===== src/rtl/rv32i_fetch_ctrl.sv =====
// rtl/rv32i_fetch_ctrl.sv - instruction-fetch sequencer with one-entry skid buffer and redirect flush
module rv32i_fetch_ctrl #(
    parameter int                WIDTH    = 32,
    parameter logic [WIDTH-1:0]  RESET_PC = 32'h0000_0000,
    parameter logic [WIDTH-1:0]  NOP_INST = 32'h0000_0013
) (
    input  logic             clk,
    input  logic             rst,
    output logic [WIDTH-1:0] o_imem_addr,
    input  logic [WIDTH-1:0] i_imem_inst,
    input  logic             i_redirect,
    input  logic [WIDTH-1:0] i_redirect_pc,
    input  logic             i_ready,
    output logic             o_valid,
    output logic [WIDTH-1:0] o_pc,
    output logic [WIDTH-1:0] o_inst
);

    logic [WIDTH-1:0] fetch_pc_q, fetch_pc_d;
    logic             inflight_valid_q, inflight_valid_d;
    logic [WIDTH-1:0] inflight_pc_q, inflight_pc_d;
    logic             skid_valid_q, skid_valid_d;
    logic [WIDTH-1:0] skid_pc_q, skid_pc_d;
    logic [WIDTH-1:0] skid_inst_q, skid_inst_d;
    logic             out_valid_q, out_valid_d;
    logic [WIDTH-1:0] out_pc_q, out_pc_d;
    logic [WIDTH-1:0] out_inst_q, out_inst_d;

    logic             blocked;
    logic [WIDTH-1:0] redirect_target;

    assign blocked         = out_valid_q & ~i_ready;
    assign redirect_target = i_redirect_pc & ~WIDTH'(3);

    always_comb begin
        fetch_pc_d       = fetch_pc_q;
        inflight_valid_d = inflight_valid_q;
        inflight_pc_d    = inflight_pc_q;
        skid_valid_d     = skid_valid_q;
        skid_pc_d        = skid_pc_q;
        skid_inst_d      = skid_inst_q;
        out_valid_d      = out_valid_q;
        out_pc_d         = out_pc_q;
        out_inst_d       = out_inst_q;

        if (i_redirect) begin
            // Whatever the memory returns this edge belongs to the wrong path.
            fetch_pc_d       = redirect_target;
            inflight_valid_d = 1'b0;
            skid_valid_d     = 1'b0;
            out_valid_d      = 1'b0;
            out_inst_d       = NOP_INST;
        end else if (blocked) begin
            // No issue while blocked, so at most the single in-flight word needs parking.
            inflight_valid_d = 1'b0;
            if (inflight_valid_q) begin
                skid_valid_d = 1'b1;
                skid_pc_d    = inflight_pc_q;
                skid_inst_d  = i_imem_inst;
            end
        end else begin
            inflight_valid_d = 1'b1;
            inflight_pc_d    = fetch_pc_q;
            fetch_pc_d       = fetch_pc_q + WIDTH'(4);
            if (skid_valid_q) begin
                out_valid_d  = 1'b1;
                out_pc_d     = skid_pc_q;
                out_inst_d   = skid_inst_q;
                skid_valid_d = 1'b0;
            end else if (inflight_valid_q) begin
                out_valid_d = 1'b1;
                out_pc_d    = inflight_pc_q;
                out_inst_d  = i_imem_inst;
            end else begin
                out_valid_d = 1'b0;
                out_inst_d  = NOP_INST;
            end
        end
    end

    always_ff @(posedge clk or negedge rst) begin
        if (!rst) begin
            fetch_pc_q       <= RESET_PC;
            inflight_valid_q <= 1'b0;
            inflight_pc_q    <= RESET_PC;
            skid_valid_q     <= 1'b0;
            skid_pc_q        <= RESET_PC;
            skid_inst_q      <= NOP_INST;
            out_valid_q      <= 1'b0;
            out_pc_q         <= RESET_PC;
            out_inst_q       <= NOP_INST;
        end else begin
            fetch_pc_q       <= fetch_pc_d;
            inflight_valid_q <= inflight_valid_d;
            inflight_pc_q    <= inflight_pc_d;
            skid_valid_q     <= skid_valid_d;
            skid_pc_q        <= skid_pc_d;
            skid_inst_q      <= skid_inst_d;
            out_valid_q      <= out_valid_d;
            out_pc_q         <= out_pc_d;
            out_inst_q       <= out_inst_d;
        end
    end

    assign o_imem_addr = fetch_pc_q;
    assign o_valid     = out_valid_q;
    assign o_pc        = out_pc_q;
    assign o_inst      = out_inst_q;

endmodule


===== config.mk =====
export PLATFORM = sky130hd
export DESIGN_NAME = rv32i_fetch_ctrl
export DESIGN_NICKNAME = d
export VERILOG_FILES = /design/src/rtl/rv32i_fetch_ctrl.sv
export SDC_FILE = /design/constraint.sdc
export NUM_CORES = 1
export LEC_CHECK = 0
export ABC_AREA = 1
export BUFFER_PORTS_ARGS = -buffer_cell sky130_fd_sc_hd__buf_2
export CELL_PAD_IN_SITES_DETAIL_PLACEMENT = 1
export CELL_PAD_IN_SITES_GLOBAL_PLACEMENT = 1
export CORE_MARGIN = 4
export CORE_UTILIZATION = 37
export CTS_CLUSTER_DIAMETER = 150
export DETAILED_ROUTE_END_ITERATION = 12
export GPL_TIMING_DRIVEN = 0
export PLACE_DENSITY_LB_ADDON = 0.1
export SLEW_MARGIN = 40
export SYNTH_ARGS = -nofsm -noshare
export SYNTH_HDL_FRONTEND = slang
export SYNTH_SLANG_ARGS = --single-unit

===== constraint.sdc =====
create_clock -name clk -period 1.65 [get_ports clk]
set_clock_uncertainty 0.2 [all_clocks]
set_input_delay 0.4125 -clock clk [delete_from_list [all_inputs] [get_ports clk]]
set_output_delay 0.4125 -clock clk [all_outputs]
set_load 0.05 [all_outputs]

Yosys cells after proc, flatten, opt, wreduce, memory -nomap -nowiden:

Index checks and enable logic that the tools add are counted.

* register bits after elaboration: 195
* output and inout bits: 97
* word-level logic and storage cells: 37

* add/sub/neg operators: 1
* equal/unequal tests: 2
* muxes and demuxes: 17
* bitwise gates (word level): 4
* reductions and logical operators: 4

Operator list (count)
* 32-bit 2-to-1 mux: 8
* 32-bit by 3-bit adder with 32-bit output, second input constant: 1
* 1-bit 2-to-1 mux: 9
* 3-bit AND reduction: 2
* 3-bit inequality test, second input constant: 1
* 1-bit inverter: 3
* 2-bit inequality test, second input constant: 1
* 2-bit AND reduction: 1
* 2-bit nonzero test: 1
* 1-bit AND: 1

Depth between registers and ports, before layout:

Gate-level depths: netlist of run 1.

* depth in word-level cells: 4
* gate-level depth with buffers: 10

Least setup slack after synthesis of run 1:

OpenSTA, ideal clock, no wires.

* kind: register to register
* start point: reg fetch_pc_q[3], in the netlist o_imem_addr[3]
* end point: reg fetch_pc_q[24], in the netlist o_imem_addr[24]
* setup time: 118 ps
* arrival time: 1749 ps
* required time: 1332 ps
* setup slack: -418 ps
* stages on the path, launching flop included: 11
* path buffers: 0
* period minus slack after synthesis: 2068 ps
* cells stage by stage: dfrtp_1 ha_1 nand2_1 nor2_1 nand2_1 nor2_1 nand2_1 nand2_1 nand3_1 nand2_1 nand2_1

* cells in the longest elaborated chain, start to end: 3

Ends and longest elaborated chain
* from (decl): line 19 `logic [WIDTH-1:0] fetch_pc_q, fetch_pc_d;`
* from (signal assigned): line 93 `fetch_pc_q <= fetch_pc_d;`
* 32-bit by 3-bit adder with 32-bit output: line 64 `fetch_pc_d = fetch_pc_q + WIDTH'(4);`
* 32-bit 2-to-1 mux: line 53 `end else if (blocked) begin`
* 32-bit 2-to-1 mux: line 46 `if (i_redirect) begin`

No other way between the ends. The select of a mux whose other input is x is not followed.
A chain may end at the register's enable or synchronous reset.

Worst setup path in the final report of run 1:

* start point: reg fetch_pc_q[11], in the netlist o_imem_addr[11]
* end point: reg fetch_pc_q[31], in the netlist o_imem_addr[31]

Same word-level chain as after synthesis.

==> results of run 1 <==
==> flip-flops by register name (all words and copies together) (netlist names) <==
name	cells
skid_valid_q	1
o_inst	32
inflight_pc_q	30
o_imem_addr	30
skid_inst_q	32
inflight_valid_q	1
o_pc	30
skid_pc_q	30
o_valid	1
==> where the power goes <==
part / internal, W / total, W / switching (W)
clock network: 0.00213 / 0.00412 / 0.00199
registers: 0.00552 / 0.00616 / 0.000643
logic: 0.00207 / 0.00489 / 0.00282
==> area by class of cell <==
cell class	count	area share [%]
Buffer	57	4.370
Tap cell	285	2.690
Clock inverter	13	1.038
Sequential cell	187	35.68
Multi-Input combinational cell	671	29.34
Clock buffer	19	3.266
Inverter	76	2.284
Timing Repair Buffer	292	21.33
==> cells in the mapped netlist, drive strengths merged, types with 5 or more instances <==
cell type / count
dfstp: 6
a21oi: 11
clkbuf: 32
nor3: 6
dfrtp: 181
nand2: 290
buf: 26
inv: 76
mux2: 32
o21ai: 168
nand3: 39
a22oi: 31
nor2: 70
a31oi: 5
==> metrics by stage <==
step | setup TNS [ns] | util [%] | worst slack, ns | instance area [µm²] | std cells
6_report | -6.958 | 58.37 | -0.2040 | 13260 | 1600
3_5_place_dp | -55.79 | 43.88 | -0.5344 | 9965 | 1436
5_1_grt | -12.97 | 58.37 | -0.2986 | 13260 | 1600
2_1_floorplan | -4.840 | - | -0.1682 | 8730 | 991
3_3_place_gp | -678.15 | 43.47 | -4.043 | 9872 | 1433
4_1_cts | -4.231 | 52.01 | -0.1440 | 11810 | 1533
==> placed cells by master (no fill, tap or decap), types with 12 or more instances in the layout <==
cell type,instances
a22oi_1,31
buf_12,13
buf_2,68
buf_4,99
buf_6,109
buf_8,16
clkbuf_16,28
dfrtp_1,149
dfrtp_2,31
dlygate4sd3_1,15
inv_1,69
mux2_2,12
mux2_4,20
nand2_1,235
nand2_2,40
nand2_4,14
nand3_1,33
nor2_1,35
nor2_2,15
nor2_4,19
o21ai_0,88
o21ai_1,62
o21ai_2,18
==> worst register-to-register path, cell delays in order, from the launching register on <==
cell and delay [ns]:
dfrtp_2 0.44, nand2_1 0.15, nor2_2 0.23, nand2_2 0.12
nor2_4 0.21, buf_4 0.14, nand3_1 0.06, nand3_1 0.10
nand2_1 0.07, nand2_1 0.07
==> metal layers <==
metal  global-route usage (%)  wire length (µm)  up-vias  part of all wire, %
met3                    3.977              1160       55                  3.6
met2                    37.13             16250      202                   51
met4                    6.257               866        0                  2.7
li1                         -                 -     3867                    -
met5                        0                 0        -                    0
met1                    30.91             13820     4122                   43
==> worst max path at each step <==
| stage | endpoint | slack (ns) | depth (start not counted) | from |
|---|---|---|---|---|
| floorplan | skid_inst_q[11] | -0.17 | 8 | o_valid |
| global placement | o_imem_addr[3] | -4.04 | 1 | rst |
| detailed placement | o_inst[26] | -0.53 | 6 | i_ready |
| CTS | o_imem_addr[3] | -0.14 | 1 | o_imem_addr[3] |
| global route | o_imem_addr[31] | -0.30 | 9 | o_imem_addr[11] |
| finish | o_imem_addr[31] | -0.20 | 9 | o_imem_addr[11] |
==> what timing repair did <==
item | CTS | global route
gates cloned | 0 | 13
pin swaps | 12 | 30
gates resized for setup | 256 | 304
buffers inserted | 54 | 51
endpoints found under the setup margin | 267 | 258
endpoints found under the hold margin | 63 | 4
hold buffers | 11 | 4
==> cells by family (layout without fill, tap and decap cells) <==
group                      count (synthesis)  in the layout  synth area share (%)
muxes                                     32             32                 5.073
buffers and inverters                    134            457                 6.633
other                                      1              4               0.04369
adders and majority gates                  1              1                0.1457
xor gates and xnor gates                   1              1                0.1021
and+or+nand+nor                          410            410                 19.23
AOI/OAI and AO/OA                        222            223                 14.17
DFF                                      187            187                 54.61
==> impl_metrics.env, run 1 <==
export IMPL_status="finished, violations left"
export IMPL_violations="setup timing"
export IMPL_slew_headroom_pct=51.43
export IMPL_clock_sinks=187
export IMPL_leakage_nw=6.431
export IMPL_synthTopCellsByArea="dfrtp_1 53%, nand2_1 13%, o21ai_0 9.6%"
export IMPL_ios=165
export IMPL_core_area_um2=22710
export IMPL_dp_hpwl_um=19270
export IMPL_rsz0062_at_grt="true"
export IMPL_cp_slowest_cell="dfrtp_2"
export IMPL_grt_pass1_vias=8353
export IMPL_clk_pin_slew_ns=0.08
export IMPL_synth_async_reset_ratio_pct=100.0
export IMPL_synth_top_cell_by_area="dfrtp_1"
export IMPL_dr_total_vias=8246
export IMPL_total_power_w=0.01518
export IMPL_timing_rr_end="o_imem_addr[31]"
export IMPL_crit_path_start_kind="flip-flop"
export IMPL_fmax_mhz=539.4
export IMPL_start_util_pct=37.80
export IMPL_worst_setup_path_type="flip-flop to flip-flop"
export IMPL_cts_tree="yes"
export IMPL_min_to="o_imem_addr[21]"
export IMPL_clkLatencyLatePin_ns=0.45
export IMPL_synth_top_area_share_pct=52.77
export IMPL_dieArea_um2=25700
export IMPL_clock_tree_buffer_depth=2
export IMPL_grt_max_degree=55
export IMPL_slowest_delay_ns=0.44
export IMPL_irDropWorstVdd_mv=0.6926
export IMPL_diodes=0
export IMPL_worstHoldPathType="input pin to flip-flop"
export IMPL_ys_seq_elements=187
export IMPL_synthesis_area_um2=8583
export IMPL_hold_ws_ns=0.01432
export IMPL_setup_viol=102
export IMPL_fin_nets=1371
export IMPL_drv_slew=0
export IMPL_hold_depth=3
export IMPL_layout_drive_gt1_share_pct=42.81
export IMPL_synth_edf_count=0
export IMPL_cp_data_arrival_time_ns=2.03
export IMPL_critPathBufInv=1
export IMPL_hold_start="i_redirect_pc[21]"
export IMPL_drt_iter0_drc=448
export IMPL_worst_r2r_path_depth=9
export IMPL_cp_top_family="simple AND/OR/NAND/NOR gates"
export IMPL_grt_pass1_wl_um=46250
export IMPL_finalCriticalPeriod_ns=1.854
export IMPL_post_route_drc_count=0
export IMPL_seqCellArea_um2=4730
export IMPL_r2r_setup_slack_ns=-0.20
export IMPL_max_cap_viol_count=0
export IMPL_die_h_um=160.3
export IMPL_numCtsBuffers=17
export IMPL_grt_usage_pct=22.56
export IMPL_gp_congestion=0.8551
export IMPL_p_per_area_nw_per_um2=1145
export IMPL_grt_overflow_total=0
export IMPL_die_width_um=160.3
export IMPL_ys_seq_area_share_pct=54.61
export IMPL_syn_inst=988
export IMPL_multiInputGateArea_um2=3890
export IMPL_wl_per_cell_um=20.06
export IMPL_wirelength_um=32100
export IMPL_fill_cells=2569
export IMPL_crit_top_cell="nand2_1"
export IMPL_antenna_left=0
export IMPL_antenna_found_initial=0
export IMPL_h_tree_depth=4
export IMPL_critical_path_required_ns=1.82
export IMPL_fin_crit_sh_pct=112.4
export IMPL_num_rows=55
export IMPL_synth_cell_type_count=33
export IMPL_via_per_inst=5.154
export IMPL_port_buffers=157
export IMPL_cts_root_buf="clkbuf_16"
export IMPL_cp_end_kind="flip-flop"
export IMPL_ys_flop_type="dfrtp_1"
export IMPL_synth_warning_count=0
export IMPL_crit_chain="nand2_1 -> nor2_2 -> nand2_2 -> nor2_4 -> buf_4 -> nand3_1 -> nand3_1 -> nand2_1 -> nand2_1"
export IMPL_worstMarginPinSlew_ns=0.7286
export IMPL_reg2reg_from="o_imem_addr[11]"
export IMPL_cp_max_fo=7
export IMPL_first_pass_iters=5
export IMPL_layout_setup_ws_ns=-0.2040
export IMPL_synth_avg_cell_area_um2=8.687
export IMPL_hold_violations=0
export IMPL_syn_to_final_growth_pct=54.45
(Power assumes the default switching activity.)
==> run 2: changes to the inputs <==
- CORE_MARGIN: 4 -> 2
- RECOVER_POWER: default -> 25
==> impl_metrics.env, run 2 (synthesis gave the netlist of run 1 again) <==
export IMPL_cts_root_buf="clkbuf_16"
export IMPL_h_tree_depth=4
export IMPL_placed_cells_incl_taps=1435
export IMPL_dr_total_vias=8031
export IMPL_numCtsBuffers=17
export IMPL_final_cell_area_um2=12620
export IMPL_wl_per_cell_um=19.40
export IMPL_ios=165
export IMPL_via_per_inst=5.171
export IMPL_slowest_delay_ns=0.45
export IMPL_p_per_area_nw_per_um2=1172
export IMPL_combPwrFrac_pct=30.8
export IMPL_cp_max_fo=4
export IMPL_drv_slew=0
export IMPL_num_rows=55
export IMPL_layout_drive_gt1_share_pct=40.22
export IMPL_worstHoldPathType="input pin to flip-flop"
export IMPL_critPathBufInv=2
export IMPL_irDropWorstVdd_mv=0.6976
export IMPL_cp_end_kind="output pin"
export IMPL_status="finished, violations left"
export IMPL_clock_tree_buffer_depth=2
export IMPL_gp_congestion=0.8496
export IMPL_critical_path_required_ns=1.04
export IMPL_place_area_um2=9937
export IMPL_swShare_pct=36.02
export IMPL_die_width_um=156.3
export IMPL_clk_pin_slew_ns=0.08
export IMPL_hold_violations=0
export IMPL_max_cap_viol_count=0
export IMPL_grt_max_degree=66
export IMPL_mostFrequentLayoutCells="262 x nand2_1, 149 x dfrtp_1, 92 x buf_4"
export IMPL_crit_chain="buf_12 -> buf_12"
export IMPL_cp_data_arrival_time_ns=1.16
export IMPL_hold_ws_ns=0.01002
export IMPL_syn_to_final_growth_pct=47.03
export IMPL_layout_setup_ws_ns=-0.1265
export IMPL_worst_setup_path_type="flip-flop to output pin"
export IMPL_antenna_found_initial=0
export IMPL_clock_sinks=187
export IMPL_grt_pass1_wl_um=45510
export IMPL_p_int_w=0.009464
export IMPL_multiInputGateArea_um2=3890
export IMPL_dieArea_um2=24430
export IMPL_port_buffers=157
export IMPL_cp_slowest_cell="dfrtp_2"
export IMPL_cp_top_family="flip-flops"
export IMPL_stdcell_count=1553
export IMPL_fmax_mhz=562.9
export IMPL_switching_power_w=0.005327
export IMPL_dp_hpwl_um=19050
export IMPL_leakage_nw=6.091
export IMPL_layout_commonest_cell="nand2_1"
export IMPL_violations="setup timing"
export IMPL_wirelength_um=30120
export IMPL_cts_tree="yes"
export IMPL_start_util_pct=37.80
export IMPL_drt_iter0_drc=395
export IMPL_post_route_drc_count=0
export IMPL_fin_nets=1324
export IMPL_grt_pass1_vias=8279
export IMPL_worstMarginPinSlew_ns=0.7120
export IMPL_grt_overflow_total=0
export IMPL_crit_top_cell="buf_12"
export IMPL_seqPwrFrac_pct=41.6
export IMPL_die_h_um=156.3
export IMPL_antenna_left=0
export IMPL_clkLatencyLatePin_ns=0.44
export IMPL_core_area_um2=22710
export IMPL_fin_crit_sh_pct=107.7
export IMPL_seqCellArea_um2=4730
export IMPL_finalCriticalPeriod_ns=1.777
export IMPL_rsz0062_at_grt="true"
export IMPL_first_pass_iters=7
export IMPL_grt_usage_pct=24.16
export IMPL_fill_cells=2631
export IMPL_crit_path_start_kind="flip-flop"
export IMPL_diodes=0
export IMPL_slew_headroom_pct=52.53
export IMPL_p_clk_share_pct=27.6
export IMPL_setup_viol=107
-- run 2: worst min-delay path, delay by kind of cell --
kind / cells / cell delay [ns]
AND/OR/NAND/NOR: 1 / 0.06
AO/OA/AOI/OAI: 1 / 0.07
buffers and inverters: 1 / 0.11
-- run 2: worst paths after layout --
kind | start | end | slack, ns | cells after the start
hold / removal | i_imem_inst[0] | o_inst[0] | 0.01 | 3
setup reg to reg | o_valid | skid_inst_q[16] | -0.11 | 8
min in group asynchronous | rst | o_imem_addr[24] | 0.29 | 2
setup / recovery | o_imem_addr[27] | o_imem_addr[27] | -0.13 | 2
max in group asynchronous | rst | o_inst[0] | 0.18 | 3
hold reg to reg | skid_pc_q[20] | skid_pc_q[20] | 0.28 | 2
-- run 2: final cells by class --
type	count	share of cell area, %
sequential	187	37.48
multi-input combinational	671	30.82
timing repair buffer	246	17.28
buffer	56	4.700
clock buffer	19	3.430
tap	285	2.826
inverter	76	2.380
clock inverter	13	1.081
-- run 2: timing repair --
| item | in CTS | in global routing |
|---|---|---|
| resized for setup | 284 | 216 |
| hold endpoints to repair | 60 | 0 |
| cloned | 3 | 4 |
| pin swaps | 12 | 25 |
| setup buffers | 53 | 24 |
| setup endpoints to repair | 268 | 238 |
| hold buffers | 4 | 0 |
-- run 2: layer usage --
layer / global-route usage, % / share of wire (%) / wire (µm)
met5: 0 / 0 / 0
met4: 6.640 / 1.3 / 384
met2: 40.07 / 50 / 15160
met3: 3.628 / 3.5 / 1061
met1: 33.12 / 45 / 13510
-- run 2: power by group through the flow --
stage	sequential (W)	combinational [W]	clock [W]
2_1_floorplan	0.00712	0.00137	0
3_3_place_gp	0.00615	0.00332	0
3_5_place_dp	0.00619	0.00341	0
4_1_cts	0.00610	0.00413	0.00415
5_1_grt	0.00627	0.00490	0.00433
6_report	0.00616	0.00455	0.00408
-- run 2: metrics by stage --
stage          util (%)  TNS [ns]  total power, W  setup slack (ns)
6_report          55.57    -6.448         0.01479           -0.1265
4_1_cts           52.14    -6.429         0.01438           -0.1309
2_1_floorplan         -    -4.840        0.008489           -0.1682
3_3_place_gp      43.47   -685.78        0.009470            -4.053
3_5_place_dp      43.76    -55.47        0.009597           -0.5273
5_1_grt           55.57    -15.43         0.01550           -0.1877
==> run 3: changes to the inputs <==
- CELL_PAD_IN_SITES_DETAIL_PLACEMENT: 1 -> 2
- CELL_PAD_IN_SITES_GLOBAL_PLACEMENT: 1 -> 2
- CORE_MARGIN: 2 -> 3
- CORE_UTILIZATION: 37 -> 30
==> impl_metrics.env, run 3 (synthesis gave the netlist of run 1 again) <==
export IMPL_clkLatencyLatePin_ns=0.43
export IMPL_dr_total_vias=8152
export IMPL_worstMarginPinSlew_ns=0.7814
export IMPL_layout_commonest_cell="nand2_1"
export IMPL_max_cap_viol_count=0
export IMPL_reg2reg_from="o_valid"
export IMPL_fin_crit_sh_pct=108.9
export IMPL_gp_congestion=0.7845
export IMPL_dp_hpwl_um=21850
export IMPL_status="finished, violations left"
export IMPL_start_util_pct=30.64
export IMPL_numCtsBuffers=17
export IMPL_drv_slew=0
export IMPL_crit_path_start_kind="flip-flop"
export IMPL_setup_viol=187
export IMPL_rsz0062_at_grt="true"
export IMPL_layout_drive_gt1_share_pct=46.30
export IMPL_die_width_um=175.1
export IMPL_via_per_inst=4.908
export IMPL_top_usage_layer="met2"
export IMPL_dieArea_um2=30680
export IMPL_num_rows=61
export IMPL_seqCellArea_um2=4730
export IMPL_diodes=0
export IMPL_grt_pass1_vias=8807
export IMPL_fin_util_pct=46.94
export IMPL_mostFrequentLayoutCells="225 x nand2_1, 149 x dfrtp_1, 115 x buf_4"
export IMPL_timing_rr_end="skid_inst_q[18]"
export IMPL_cts_tree="yes"
export IMPL_cts_root_buf="clkbuf_16"
export IMPL_clock_sinks=187
export IMPL_use_met3_pct=2.912
export IMPL_hold_ws_ns=0.01883
export IMPL_critPathBufInv=4
export IMPL_place_area_um2=10080
export IMPL_grt_max_degree=68
export IMPL_core_area_um2=28010
export IMPL_slew_headroom_pct=47.91
export IMPL_final_cell_area_um2=13150
export IMPL_cp_slowest_cell="dfrtp_2"
export IMPL_cp_max_fo=7
export IMPL_first_pass_iters=4
export IMPL_worst_r2r_path_depth=8
export IMPL_clock_tree_buffer_depth=2
export IMPL_fin_nets=1339
export IMPL_cp_end_kind="flip-flop"
export IMPL_crit_top_cell="inv_4"
export IMPL_fill_cells=2997
export IMPL_total_power_w=0.01504
export IMPL_worstHoldPathType="input pin to flip-flop"
export IMPL_ios=165
export IMPL_syn_to_final_growth_pct=53.18
export IMPL_multiInputGateArea_um2=4108
export IMPL_setup_worst_path_start="o_valid"
export IMPL_grt_pass1_wl_um=50500
export IMPL_met2_usage_pct=36.58
export IMPL_r2r_setup_slack_ns=-0.15
export IMPL_cp_top_family="buffers and inverters"
export IMPL_clk_pin_slew_ns=0.07
export IMPL_wirelength_um=34620
export IMPL_layout_setup_ws_ns=-0.1472
export IMPL_hold_depth=3
export IMPL_crit_chain="inv_4 -> nor2_8 -> nand2_4 -> inv_4 -> nand2_8 -> buf_12 -> clkbuf_16 -> mux2_4"
export IMPL_worst_path_stages=8
export IMPL_cp_data_arrival_time_ns=1.92
export IMPL_finalCriticalPeriod_ns=1.797
export IMPL_wl_per_cell_um=20.84
export IMPL_fmax_mhz=556.4
export IMPL_grt_usage_pct=20.98
export IMPL_leakage_nw=6.281
export IMPL_violations="setup timing"
export IMPL_post_route_drc_count=0
export IMPL_antenna_found_initial=0
export IMPL_drt_iter0_drc=345
export IMPL_met1_usage_pct=28.07
export IMPL_die_h_um=175.1
export IMPL_p_per_area_nw_per_um2=1144
export IMPL_min_to="o_inst[1]"
export IMPL_hold_start="i_imem_inst[1]"
export IMPL_port_buffers=157
export IMPL_hold_violations=0
export IMPL_critical_path_required_ns=1.77
export IMPL_slowest_delay_ns=0.39
export IMPL_grt_overflow_total=0
export IMPL_worst_setup_path_type="flip-flop to flip-flop"
export IMPL_antenna_left=0
export IMPL_h_tree_depth=4
export IMPL_irDropWorstVdd_mv=0.4745
run 3: changes by cell type in the layout (fill, tap and decap cells not counted), sizes merged:
cell,change
clkbuf,-5
bufinv,-1
buf,+22
clkinv,-1
clkinvlp,+2
dlygate4sd3,-2
run 3: repair_timing:
action / 4_1_cts / 5_1_grt
hold buffers: 1 / 1
setup buffers: 59 / 29
cloned: 2 / 10
hold endpoints to repair: 62 / 1
setup endpoints to repair: 278 / 254
pin swaps: 15 / 41
resized for setup: 318 / 281
run 3: report_power, final:
part / total [W] / internal (W) / leakage (nW) / switching [W]
combinational: 0.00485 / 0.00195 / 3.75 / 0.00290
clock: 0.00400 / 0.00197 / 0.248 / 0.00202
sequential: 0.00619 / 0.00552 / 2.29 / 0.000673
total: 0.0150 / 0.00944 / 6.28 / 0.00560
run 3: stage by stage:
step	instances	setup TNS, ns	setup slack (ns)
2_1_floorplan	991	-4.840	-0.1682
3_3_place_gp	1526	-725.49	-4.260
3_5_place_dp	1529	-68.16	-0.6707
4_1_cts	1623	-8.129	-0.1308
5_1_grt	1661	-23.88	-0.2468
6_report	1661	-13.43	-0.1472
run 3: how the worst max path moves through the flow:
stage,endpoint,slack (ns)
after CTS,o_imem_addr[3],-0.13
after floorplan,skid_inst_q[11],-0.17
after global routing,o_imem_addr[31],-0.25
final,skid_inst_q[18],-0.15
after global placement,o_imem_addr[3],-4.26
after detailed placement,o_inst[29],-0.67
run 3: final cells by class:
cell class | count | area share, %
Clock buffer | 19 | 3.293
Timing Repair Buffer | 260 | 18.14
Buffer | 57 | 4.616
Clock inverter | 13 | 0.8565
Sequential cell | 187 | 35.97
Tap cell | 378 | 3.597
Inverter | 76 | 2.284
Multi-Input combinational cell | 671 | 31.24
run 3: worst register-to-register path, delay by kind of cell, from the launching register on:
kind	cells	cell delay, ns
simple gates	3	0.34
buf+inv	4	0.46
flops	1	0.39
mux	1	0.29
run 3: routing by layer:
metal  wire length (µm)  vias up
li1                   -     3803
met1              15440     4221
met2              18150      113
met3                790       15
met4                240        0
met5                  0        -
